## src/rtl/ahb_dma_write_master_if.sv

```systemverilog
// ---------------------------------------------------------------------------
// ahb_dma_write_master_if
// Purpose : AHB-Lite write-master bus bundle used between the DMA write master
//           and the memory model / checker.
// Signals : HTRANS, HADDR, HWRITE, HSIZE, HBURST, HWDATA  (master -> slave)
//           HREADY, HRESP                                  (slave  -> master)
// Handshake: an address phase is accepted at a rising HCLK edge where
//           HREADY=1 and HTRANS is NONSEQ or SEQ; the matching data phase
//           occupies the following cycle(s) and ends at the next edge with
//           HREADY=1. While HREADY=0 the master holds address, control and
//           write data unchanged. HRESP=1 flags an error response.
// ---------------------------------------------------------------------------
package ahb_dma_write_master_pkg;
    typedef enum logic [1:0] {
        HTRANS_IDLE   = 2'b00,
        HTRANS_BUSY   = 2'b01,
        HTRANS_NONSEQ = 2'b10,
        HTRANS_SEQ    = 2'b11
    } HTRANS_state;
endpackage

interface ahb_dma_write_master_if;
    import ahb_dma_write_master_pkg::*;

    HTRANS_state HTRANS;
    logic [31:0] HADDR;
    logic        HWRITE;
    logic [2:0]  HSIZE;
    logic [2:0]  HBURST;
    logic [31:0] HWDATA;
    logic        HREADY;
    logic        HRESP;

    modport master (
        output HTRANS, HADDR, HWRITE, HSIZE, HBURST, HWDATA,
        input  HREADY, HRESP
    );

    modport slave (
        input  HTRANS, HADDR, HWRITE, HSIZE, HBURST, HWDATA,
        output HREADY, HRESP
    );
endinterface

```

## src/rtl/ahb_dma_write_master.sv

```systemverilog
// ---------------------------------------------------------------------------
// ahb_dma_write_master
// Purpose : Runs one DMA write transfer per start request as an AHB-Lite INCR
//           burst of N single-word beats. Beat k writes init_data+k to
//           base+k*ADDR_INC (32-bit wrap on both).
// Ports   : HCLK, HRESETn         clock / async active-low reset
//           start                 one-cycle request, honoured only in IDLE
//           RCC_Words_N           beat count (0..63)
//           RCC_DMA_ADDR_HIGH/LOW base address halves
//           init_data             data seed for beat 0
//           bus                   AHB-Lite master modport
//           busy, done, error     transfer status (done/error are pulses)
//           dbg_state_o           current FSM state for observation
// All outputs are registered.
// ---------------------------------------------------------------------------
module ahb_dma_write_master
    import ahb_dma_write_master_pkg::*;
#(
    parameter logic [31:0] ADDR_INC   = 32'd1,
    parameter logic [2:0]  HSIZE_WORD = 3'b010
) (
    input  logic                          HCLK,
    input  logic                          HRESETn,
    input  logic                          start,
    input  logic [5:0]                    RCC_Words_N,
    input  logic [15:0]                   RCC_DMA_ADDR_HIGH,
    input  logic [15:0]                   RCC_DMA_ADDR_LOW,
    input  logic [31:0]                   init_data,
    ahb_dma_write_master_if.master        bus,
    output logic                          busy,
    output logic                          done,
    output logic                          error,
    output logic [2:0]                    dbg_state_o
);

    typedef enum logic [2:0] {
        S_IDLE = 3'd0,
        S_ADDR = 3'd1,
        S_LAST = 3'd2,
        S_ERR  = 3'd3,
        S_FIN  = 3'd4
    } state_e;

    localparam logic [2:0] HBURST_INCR = 3'b001;

    state_e      state_q;
    logic [5:0]  n_q;       // latched beat count
    logic [5:0]  beat_q;    // index of the beat currently in its address phase
    logic [31:0] init_q;    // latched data seed
    logic        dphase_q;  // a data phase is outstanding on the bus

    HTRANS_state htrans_q;
    logic [31:0] haddr_q;
    logic        hwrite_q;
    logic [2:0]  hsize_q;
    logic [2:0]  hburst_q;
    logic [31:0] hwdata_q;
    logic        busy_q;
    logic        done_q;
    logic        error_q;

    always_ff @(posedge HCLK or negedge HRESETn) begin
        if (!HRESETn) begin
            state_q  <= S_IDLE;
            n_q      <= '0;
            beat_q   <= '0;
            init_q   <= '0;
            dphase_q <= 1'b0;
            htrans_q <= HTRANS_IDLE;
            haddr_q  <= '0;
            hwrite_q <= 1'b0;
            hsize_q  <= '0;
            hburst_q <= '0;
            hwdata_q <= '0;
            busy_q   <= 1'b0;
            done_q   <= 1'b0;
            error_q  <= 1'b0;
        end else begin
            done_q  <= 1'b0;
            error_q <= 1'b0;
            case (state_q)
                S_IDLE: begin
                    if (start) begin
                        n_q      <= RCC_Words_N;
                        init_q   <= init_data;
                        beat_q   <= '0;
                        dphase_q <= 1'b0;
                        if (RCC_Words_N != 6'd0) begin
                            state_q  <= S_ADDR;
                            htrans_q <= HTRANS_NONSEQ;
                            haddr_q  <= {RCC_DMA_ADDR_HIGH, RCC_DMA_ADDR_LOW};
                            hwrite_q <= 1'b1;
                            hsize_q  <= HSIZE_WORD;
                            hburst_q <= HBURST_INCR;
                            busy_q   <= 1'b1;
                        end else begin
                            // Empty transfer: report completion, never touch the bus.
                            state_q <= S_FIN;
                            done_q  <= 1'b1;
                        end
                    end
                end

                S_ADDR: begin
                    if (dphase_q && bus.HRESP) begin
                        // Error on the outstanding data phase cancels the pending address.
                        htrans_q <= HTRANS_IDLE;
                        hwrite_q <= 1'b0;
                        hsize_q  <= '0;
                        hburst_q <= '0;
                        if (bus.HREADY) begin
                            state_q <= S_FIN;
                            busy_q  <= 1'b0;
                            done_q  <= 1'b1;
                            error_q <= 1'b1;
                        end else begin
                            state_q <= S_ERR;
                        end
                    end else if (bus.HREADY) begin
                        // Address of beat_q accepted; its data phase starts now.
                        hwdata_q <= init_q + {26'd0, beat_q};
                        dphase_q <= 1'b1;
                        if (beat_q == n_q - 6'd1) begin
                            state_q  <= S_LAST;
                            htrans_q <= HTRANS_IDLE;
                            hwrite_q <= 1'b0;
                            hsize_q  <= '0;
                            hburst_q <= '0;
                        end else begin
                            htrans_q <= HTRANS_SEQ;
                            haddr_q  <= haddr_q + ADDR_INC;
                            beat_q   <= beat_q + 6'd1;
                        end
                    end
                end

                S_LAST: begin
                    if (bus.HREADY) begin
                        state_q <= S_FIN;
                        busy_q  <= 1'b0;
                        done_q  <= 1'b1;
                        error_q <= bus.HRESP;
                    end else if (bus.HRESP) begin
                        state_q <= S_ERR;
                    end
                end

                S_ERR: begin
                    // Second cycle of the two-cycle error response.
                    if (bus.HREADY) begin
                        state_q <= S_FIN;
                        busy_q  <= 1'b0;
                        done_q  <= 1'b1;
                        error_q <= 1'b1;
                    end
                end

                S_FIN: begin
                    state_q  <= S_IDLE;
                    dphase_q <= 1'b0;
                end

                default: state_q <= S_IDLE;
            endcase
        end
    end

    assign bus.HTRANS = htrans_q;
    assign bus.HADDR  = haddr_q;
    assign bus.HWRITE = hwrite_q;
    assign bus.HSIZE  = hsize_q;
    assign bus.HBURST = hburst_q;
    assign bus.HWDATA = hwdata_q;
    assign busy       = busy_q;
    assign done       = done_q;
    assign error      = error_q;
    assign dbg_state_o = state_q;

endmodule

```

## src/flat_wrapper.sv

```systemverilog
// flat-port wrapper written by rule: the top's interface ports become plain ports
module ahb_dma_write_master_flat import ahb_dma_write_master_pkg::*;
#(
    parameter logic [31:0] ADDR_INC   = 32'd1,
    parameter logic [2:0]  HSIZE_WORD = 3'b010
)
  (HCLK, HRESETn, start, RCC_Words_N, RCC_DMA_ADDR_HIGH, RCC_DMA_ADDR_LOW, init_data, busy, done, error, dbg_state_o, bus_HTRANS, bus_HADDR, bus_HWRITE, bus_HSIZE, bus_HBURST, bus_HWDATA, bus_HREADY, bus_HRESP);
  ahb_dma_write_master_if bus_i ();
  input  logic HCLK;
  input  logic HRESETn;
  input  logic start;
  input  logic [5:0] RCC_Words_N;
  input  logic [15:0] RCC_DMA_ADDR_HIGH;
  input  logic [15:0] RCC_DMA_ADDR_LOW;
  input  logic [31:0] init_data;
  output logic busy;
  output logic done;
  output logic error;
  output logic [2:0] dbg_state_o;
  output wire logic [$bits(bus_i.HTRANS)-1:0] bus_HTRANS;
  output wire logic [$bits(bus_i.HADDR)-1:0] bus_HADDR;
  output wire logic [$bits(bus_i.HWRITE)-1:0] bus_HWRITE;
  output wire logic [$bits(bus_i.HSIZE)-1:0] bus_HSIZE;
  output wire logic [$bits(bus_i.HBURST)-1:0] bus_HBURST;
  output wire logic [$bits(bus_i.HWDATA)-1:0] bus_HWDATA;
  input wire logic [$bits(bus_i.HREADY)-1:0] bus_HREADY;
  input wire logic [$bits(bus_i.HRESP)-1:0] bus_HRESP;
  assign bus_HTRANS = bus_i.HTRANS;
  assign bus_HADDR = bus_i.HADDR;
  assign bus_HWRITE = bus_i.HWRITE;
  assign bus_HSIZE = bus_i.HSIZE;
  assign bus_HBURST = bus_i.HBURST;
  assign bus_HWDATA = bus_i.HWDATA;
  assign bus_i.HREADY = bus_HREADY;
  assign bus_i.HRESP = bus_HRESP;
  ahb_dma_write_master #(.ADDR_INC(ADDR_INC), .HSIZE_WORD(HSIZE_WORD)) u_core (.HCLK(HCLK), .HRESETn(HRESETn), .start(start), .RCC_Words_N(RCC_Words_N), .RCC_DMA_ADDR_HIGH(RCC_DMA_ADDR_HIGH), .RCC_DMA_ADDR_LOW(RCC_DMA_ADDR_LOW), .init_data(init_data), .bus(bus_i), .busy(busy), .done(done), .error(error), .dbg_state_o(dbg_state_o));
endmodule
```

## config.mk

```make
export PLATFORM = sky130hd
export DESIGN_NAME = ahb_dma_write_master_flat
export DESIGN_NICKNAME = d
export VERILOG_FILES = /design/src/rtl/ahb_dma_write_master_if.sv /design/src/rtl/ahb_dma_write_master.sv /design/src/flat_wrapper.sv
export SDC_FILE = /design/constraint.sdc
export NUM_CORES = 1
export LEC_CHECK = 0
export CAP_MARGIN = 15
export CORE_MARGIN = 2
export CORE_UTILIZATION = 36
export CTS_CLUSTER_SIZE = 14
export DETAILED_ROUTE_END_ITERATION = 16
export PLACE_DENSITY = 0.64
export SKIP_CTS_REPAIR_TIMING = 1
export SLEW_MARGIN = 40
export SYNTH_ARGS = -nofsm -noshare
export SYNTH_HDL_FRONTEND = slang
export SYNTH_SLANG_ARGS = --single-unit
```

## constraint.sdc

```tcl
create_clock -name HCLK -period 4.55 [get_ports HCLK]
set_input_delay 0.455 -clock HCLK [delete_from_list [all_inputs] [get_ports HCLK]]
set_output_delay 0.455 -clock HCLK [all_outputs]
set_load 0.1 [all_outputs]
```

Word-level counts from Yosys, hierarchy flattened
Index checks and enable logic that the tools add are counted.

Output and inout bits: 79. Bits in latches: 0. Memories: 0. ROM bits: 0. Input port bits: 75. Word-level logic and storage cells: 106. Register bits: 124. Bits in writable memories: 0.

Bitwise gates (word level): 1. Equal/unequal tests: 15. Divide/modulo/power cells: 0. Multiplexer cells: 56. Reductions and logical operators: 16. Order comparisons: 0. Shifts and indexed selects: 0. $mul: 0. $add $sub $neg: 4.

Operators by type and width (number): $mux W32 (5); $pmux W32 S2 (1); $mux W3 (16); $add A32 B1 Y32 const B (1); $add A32 B6 Y32 (1); $mux W6 (4); $mux W1 (15); $reduce_and A5 Y1 (3); $pmux W1 S3 (4); $pmux W3 S2 (2); $pmux W3 S4 (1); $pmux W6 S2 (1); $reduce_and A4 Y1 (3); $mux W2 (5); $ne A2 B2 Y1 const B (5); $add A6 B1 Y6 const B (1); $eq A3 B2 Y1 const B (2); $eq A6 B6 Y1 (1); $reduce_and A6 Y1 (1); $reduce_bool A3 Y1 (2); $reduce_bool A6 Y1 (1); $sub A6 B1 Y6 const B (1); $ne A2 B1 Y1 const B (2); $pmux W2 S2 (1); other kinds (13) (13).

Logic depth before layout (Yosys ltp)
Gate-level depths: netlist of the first run.

Word-level depth: 6. Depth in mapped cells: 10. Depth with buffers taken out: 9.

Worst setup path before layout of the first run
Ideal clock, no wire load.

Kind: flip-flop to flip-flop. Start: register u_core.haddr_q[0], in the netlist u_core.bus.HADDR[0]. End: register u_core.haddr_q[20], in the netlist u_core.bus.HADDR[20]. Stages on the path, launching flop included: 8. Path buffers: 0. Setup slack: 1.920 ns. Data arrival time: 2.504 ns. Required time: 4.425 ns. Clock period less this slack: 2.630 ns. Setup time: 0.125 ns. Path through: dfrtp_1 -> ha_1 -> nand4_1 -> nor2_1 -> nand2b_1 -> nor2_1 -> a41oi_1 -> o22a_1.

Cells in the longest elaborated chain, start to end: 5.

Ends and longest elaborated chain: start, declared (line ahb_dma_write_master.sv:53) `logic [31:0] haddr_q;`; start signal, assigned (line ahb_dma_write_master.sv:91) `haddr_q <= {RCC_DMA_ADDR_HIGH, RCC_DMA_ADDR_LOW};`; start signal, assigned (line ahb_dma_write_master.sv:131) `haddr_q <= haddr_q + ADDR_INC;`; $add A32 B1 Y32 (line ahb_dma_write_master.sv:131); $mux W32 (line ahb_dma_write_master.sv:123) `if (beat_q == n_q - 6'd1) begin`; $mux W32 (line ahb_dma_write_master.sv:119) `end else if (bus.HREADY) begin`; $mux W32 (line ahb_dma_write_master.sv:105) `if (dphase_q && bus.HRESP) begin`; $pmux W32 S2 (line ahb_dma_write_master.sv:81) `case (state_q)`.

No other way between the ends. The select of a mux whose other input is x is not followed. A chain may end at the register's enable or synchronous reset.

Worst setup path after layout of the first run
Start: register u_core.state_q[1], in the netlist u_core.dbg_state_o[1]. End: register u_core.haddr_q[2], in the netlist u_core.bus.HADDR[2].

Cells in the longest elaborated chain, start to end: 3. Elaborated cells between the ends (all ways): 10. Classes of those cells: 6 x eq/ne; 1 x mux; 3 x reduce/logical.

Ends and longest elaborated chain: start, declared (line ahb_dma_write_master.sv:46) `state_e state_q;`; start signal, assigned (line ahb_dma_write_master.sv:64) `state_q <= S_IDLE;`; start signal, assigned (line ahb_dma_write_master.sv:89) `state_q <= S_ADDR;`; start signal, assigned (line ahb_dma_write_master.sv:98) `state_q <= S_FIN;`; $eq A3 B1 Y1 or $logic_not A3 Y1 (tied branches) (line ahb_dma_write_master.sv:81); $ne A2 B2 Y1 (no line), or another cell as far along; $reduce_and A6 Y1 (no line).

Parallel ways exist; a longest one is shown, timed or not.

==> impl_metrics.ini, run 1 <==
[place]
placed_area_um2 = 7710
gp_congestion = 0.860
hpwl_mm = 13.0
port_buffers = 149

[finish]
final_common_cell = nand2_1
area_delta_synth_final_pct = 29.5
final_layout_size_suffix_gt1_share_pct = 16.1
finalNetCount = 965
n_antenna_cell = 0
final_cell_mix = nand2_1, dfrtp_1, buf_2
stdcell_area_um2 = 8350
final_util_pct = 47.9

[cts]
cts_buffer_depth = 2
cts-root-buf = clkbuf_16
clk_pin_slew_worst_paths_ps = 60
htree_num_levels = 4
insertion_delay_ps = 420
cts_tree = built
cts_buffers = 17
cts_sinks = 118

[floorplan]
dieArea_um2 = 19000
start_util_pct = 37.0
dieHeight_um = 138
core-area_um2 = 17400
pin_count = 154
rows = 48
die_w_um = 138

[flow_run]
maxCapViolCount = 0

[setup_path]
cp-end-kind = flop
arrival_ps = 3260
crit_fanout = 23
critPathLaunchType = flop
crit_required_ps = 4880
worst-setup-path-type = reg -> reg
r2r_setup_slack_ps = 1620

[timing]
maxSlewViolCount = 0
hold-worst-slack_ps = -7.32
tightest_slew_ps = 677
max_freq_mhz = 342
fin_crit_ps = 2930
rsz0062_at_grt = no
relSlewSlack_pct = 54.8
hold_violations = 9
fin_tns_setup_ps = 0
fin_skew_ps = 7.49
final.period_utilization_pct = 64.3
setup_violations = 0

[detailed_routing]
wl_mm = 18.4
post_drt_wl_per_cell_um = 16.4
route.met3.wl_um = 943
first_iter_violations = 406
wl_met1_mm = 8.59
drc = 0
dr.pass1.iters = 5
drtAntennaViolNets = 0
via_per_inst = 5.20
vias = 5819
highest-signal-layer = met4
dr_wl_met2_mm = 8.59

[grt]
grt_pass1_vias = 5517
track_usage_pct = 20.2
antenna_found_initial = 0
grt_overflow = 0
grt_max_degree = 55
grt_pass1_wl_mm = 29.4

[status]
violations = hold timing
outcome = complete, but fails checks

[synthesis]
synthCells = 742
synth_edf_count = 0
ys_seq_area_share_pct = 45.8
synth.distinct_cells = 66
syn-cell-area_um2 = 6450
yosysWarnings = 0
async_flop_share_pct = 100
postSynthAreaPerCell_um2 = 8.69
ys_ff_latch = 118
synth-main-ff-cell = dfrtp_1

[min_path]
min_path_type = in -> async
worst max-delay path, stage by stage (launching register included):
cell,delay [ps]
dfrtp_1,510
or2_1,480
nor3_4,590
nor2_2,290
a21oi_4,600
a21oi_1,170
a21oi_1,190
cell families after synthesis:
kind of cell               count (synthesis)  synth area share (%)
and+or+nand+nor                          330                  23.6
AOI/OAI and AO/OA                        186                  18.1
DFF                                      118                  45.8
buffers and inverters                     52                  4.00
xor gates and xnor gates                  37                  5.03
adders and majority gates                 10                  2.06
muxes                                      8                  1.32
other                                      1                0.0582
cells in the mapped netlist (3+ instances only):
library cell,number,share of area [%]
nand2_1,183,11
dfrtp_1,118,46
o21ai_0,56,4.3
a21oi_1,52,4.0
nor2_1,43,2.5
nand3_1,25,1.9
xnor2_1,24,3.3
clkbuf_1,23,1.3
o21ai_1,19,1.5
nand4_1,14,1.4
xor2_1,13,1.8
inv_1,11,0.64
nor3_1,11,0.85
o22ai_1,10,0.97
ha_1,9,1.7
a2bb2oi_1,8,1.1
and3_1,8,0.78
buf_2,8,0.62
a31oi_1,6,0.58
buf_4,6,0.70
nand2b_1,5,0.49
nor3_2,5,0.78
nor4_1,5,0.49
or3_1,5,0.49
a211oi_1,4,0.47
a21o_1,4,0.47
buf_6,4,0.70
mux2_2,4,0.70
mux2i_1,4,0.62
o22a_1,4,0.54
a41o_1,3,0.47
and4_1,3,0.41
nor2_2,3,0.29
nor2b_1,3,0.29
or2_2,3,0.29
registers in the layout, indices dropped and copies added (netlist names), 2 cells and up:
register and flops:
u_core.beat_q 6, u_core.bus.HADDR 32, u_core.bus.HTRANS 2, u_core.bus.HWDATA 32
u_core.dbg_state_o 3, u_core.n_q 6, u_core.init_q 32
stage by stage:
step	worst slack, ps	hold WS, ps	instances
final	1620	-7.32	1118
after global routing	1440	20.1	1118
after CTS	1630	-2.06	1118
after detailed placement	1450	454	1086
after global placement	1530	448	1086
after floorplan	1920	159	745
final cells by class:
type / count / area, um^2
Fill cell: 1696 / 9070
Multi-Input combinational cell: 575 / 3260
Sequential cell: 118 / 2950
Timing Repair Buffer: 157 / 1170
Clock buffer: 18 / 439
Tap cell: 225 / 282
Clock inverter: 14 / 199
Inverter: 11 / 41.3
layer usage:
metal,GRT usage [%],vias to the layer above
li1,-,2868
met1,28.6,2777
met2,30.9,155
met3,4.16,19
met4,6.35,0
met5,0,-
path summary, 6_finish.rpt:
path                                        from               endpoint  depth (start not counted)
setup / recovery           u_core.dbg_state_o[1]    u_core.bus.HADDR[2]                          6
hold / removal                           HRESETn  u_core.bus.HWDATA[25]                          1
setup reg to reg           u_core.dbg_state_o[1]    u_core.bus.HADDR[2]                          6
hold reg to reg             u_core.bus.HWDATA[3]   u_core.bus.HWDATA[3]                          2
max in group asynchronous                HRESETn    u_core.bus.HADDR[4]                          2
min in group HCLK           u_core.bus.HWDATA[3]   u_core.bus.HWDATA[3]                          2
Power of run 1 is left out: the tool's default activity adds up to more than one toggle a clock period on the data nets, which glitch-free logic cannot reach.
==> inputs of run 2 (changes only) <==
--- a/config.mk
+++ b/config.mk
@@ -10,7 +10,7 @@
 export CORE_UTILIZATION = 36
 export CTS_CLUSTER_SIZE = 14
 export DETAILED_ROUTE_END_ITERATION = 16
-export PLACE_DENSITY = 0.64
+export PLACE_DENSITY = 0.66
 export SKIP_CTS_REPAIR_TIMING = 1
 export SLEW_MARGIN = 40
 export SYNTH_ARGS = -nofsm -noshare
==> constraint.sdc (replaced) <==
create_clock -name HCLK -period 2.5 [get_ports HCLK]
set_input_delay 0.25 -clock HCLK [delete_from_list [all_inputs] [get_ports HCLK]]
set_output_delay 0.25 -clock HCLK [all_outputs]
set_load 0.1 [all_outputs]
==> run 2 against run 1 <==
The flow now finishes without violations. Maximum frequency grew 26%. Wire length about the same. Worst setup slack got worse by 1400 ps. Final area rose by 5.6%. Utilization grew 2.7 points. Flip-flop and latch count stayed put. Via count up 1.1%. Largest cell class unchanged.
==> impl_metrics.ini, run 2 (synthesized netlist as in run 1, its figures left out) <==
[status]
outcome = finished, final reports clean

[setup_path]
crit_fanout = 10
cp-end-kind = flop
critPathLaunchType = flop
r2r_start = u_core.init_q[1]
reg2reg_to = u_core.bus.HWDATA[25]
slowest_delay_ps = 430
path_cells = ha_1 -> a21o_1 -> a21o_1 -> a2111oi_4 -> a211oi_4 -> buf_12 -> and4_1 -> xnor2_1 -> o21ai_1
worst-setup-path-type = reg -> reg
slowest_stage = a2111oi_4
cp_common_cell = a21o_1
r2r_cells = 9
r2r_setup_slack_ps = 180
arrival_ps = 2610
crit_required_ps = 2780

[grt]
grt_pass1_vias = 5593
grt_overflow = 0
grt_pass1_wl_mm = 29.3
grt_max_degree = 55
antenna_found_initial = 0
track_usage_pct = 20.0

[timing]
maxSlewViolCount = 0
hold_violations = 0
fin_tns_setup_ps = 0
rsz0062_at_grt = no
fin_crit_ps = 2320
fin_skew_ps = 11.3
final.period_utilization_pct = 92.9
relSlewSlack_pct = 63.1
max_freq_mhz = 431
tightest_slew_ps = 553
setup_ws_ps = 178
setup_violations = 0

[detailed_routing]
wl_mm = 18.3
first_iter_violations = 363
drtAntennaViolNets = 0
post_drt_wl_per_cell_um = 16.0
vias = 5883
dr.pass1.iters = 4
via_per_inst = 5.13
drc = 0

[place]
hpwl_mm = 13.1
gp_congestion = 0.824
place_inst = 1112
placed_area_um2 = 8160
pre_cts_ws_ps = 68.9
port_buffers = 149

[finish]
stdcell_area_um2 = 8810
n_antenna_cell = 0
multi_input_area_um2 = 3270
final-instance-count-excl-fill = 1146
regArea_um2 = 2960
final_layout_size_suffix_gt1_share_pct = 19.0
final_common_cell = nand2_1
fillers = 1629
area_delta_synth_final_pct = 36.7
final_cell_mix = nand2_1, dfrtp_1, buf_4
finalNetCount = 993

[cts]
cts_buffers = 17
htree_num_levels = 4
cts-root-buf = clkbuf_16
clk_pin_slew_worst_paths_ps = 60
cts_tree = built
cts_sinks = 118
cts_buffer_depth = 2
insertion_delay_ps = 420

[floorplan]
core-area_um2 = 17400
dieArea_um2 = 19000
rows = 48
dieHeight_um = 138
start_util_pct = 37.0
die_w_um = 138
pin_count = 154

[min_path]
hp-start = init_data[25]
hold_depth = 3
min_path_type = in -> reg
hold_end = u_core.init_q[25]

[flow_run]
maxCapViolCount = 0
==> run 2: per-stage QoR <==
step	util (%)	hold WS, ps
global route	50.6	348
floorplan	-	-45.6
detailed placement	46.8	274
finish	50.6	355
global placement	46.8	268
CTS	50.4	-175
==> run 2: layout make-up <==
cell class	instances	area share [%]
Multi-Input combinational cell	575	37.1
Sequential cell	118	33.5
Tap cell	225	3.19
Timing Repair Buffer	185	18.7
Clock inverter	12	1.70
Inverter	11	0.468
Clock buffer	20	5.29
==> run 2: how the worst max path moves through the flow <==
stage               slack, ps                 from               endpoint  cells past startpoint
floorplan                  30  u_core.bus.HADDR[9]   u_core.bus.HADDR[20]                      6
global placement          140     u_core.beat_q[5]  u_core.bus.HWDATA[17]                      8
detailed placement         70     u_core.beat_q[5]  u_core.bus.HWDATA[17]                      8
CTS                        20     u_core.beat_q[5]  u_core.bus.HWDATA[17]                      8
global route               10     u_core.init_q[0]  u_core.bus.HWDATA[24]                     10
finish                    180     u_core.init_q[1]  u_core.bus.HWDATA[25]                      9
==> run 2: layer usage <==
metal | global-route usage, % | wire (um)
met1 | 27.9 | 8370
met2 | 31.2 | 8640
met3 | 3.20 | 967
met4 | 7.82 | 373
met5 | 0 | 0
==> run 2: worst max-delay path: cells and delay by family, from the launching register on <==
kind | cells | cell delay (ps)
DFF | 1 | 410
buffers and inverters | 1 | 160
AOI/OAI and AO/OA | 5 | 970
and+or+nand+nor | 1 | 210
adders and majority gates | 1 | 310
xor gates and xnor gates | 1 | 130
Power of run 2 is left out for the same reason.
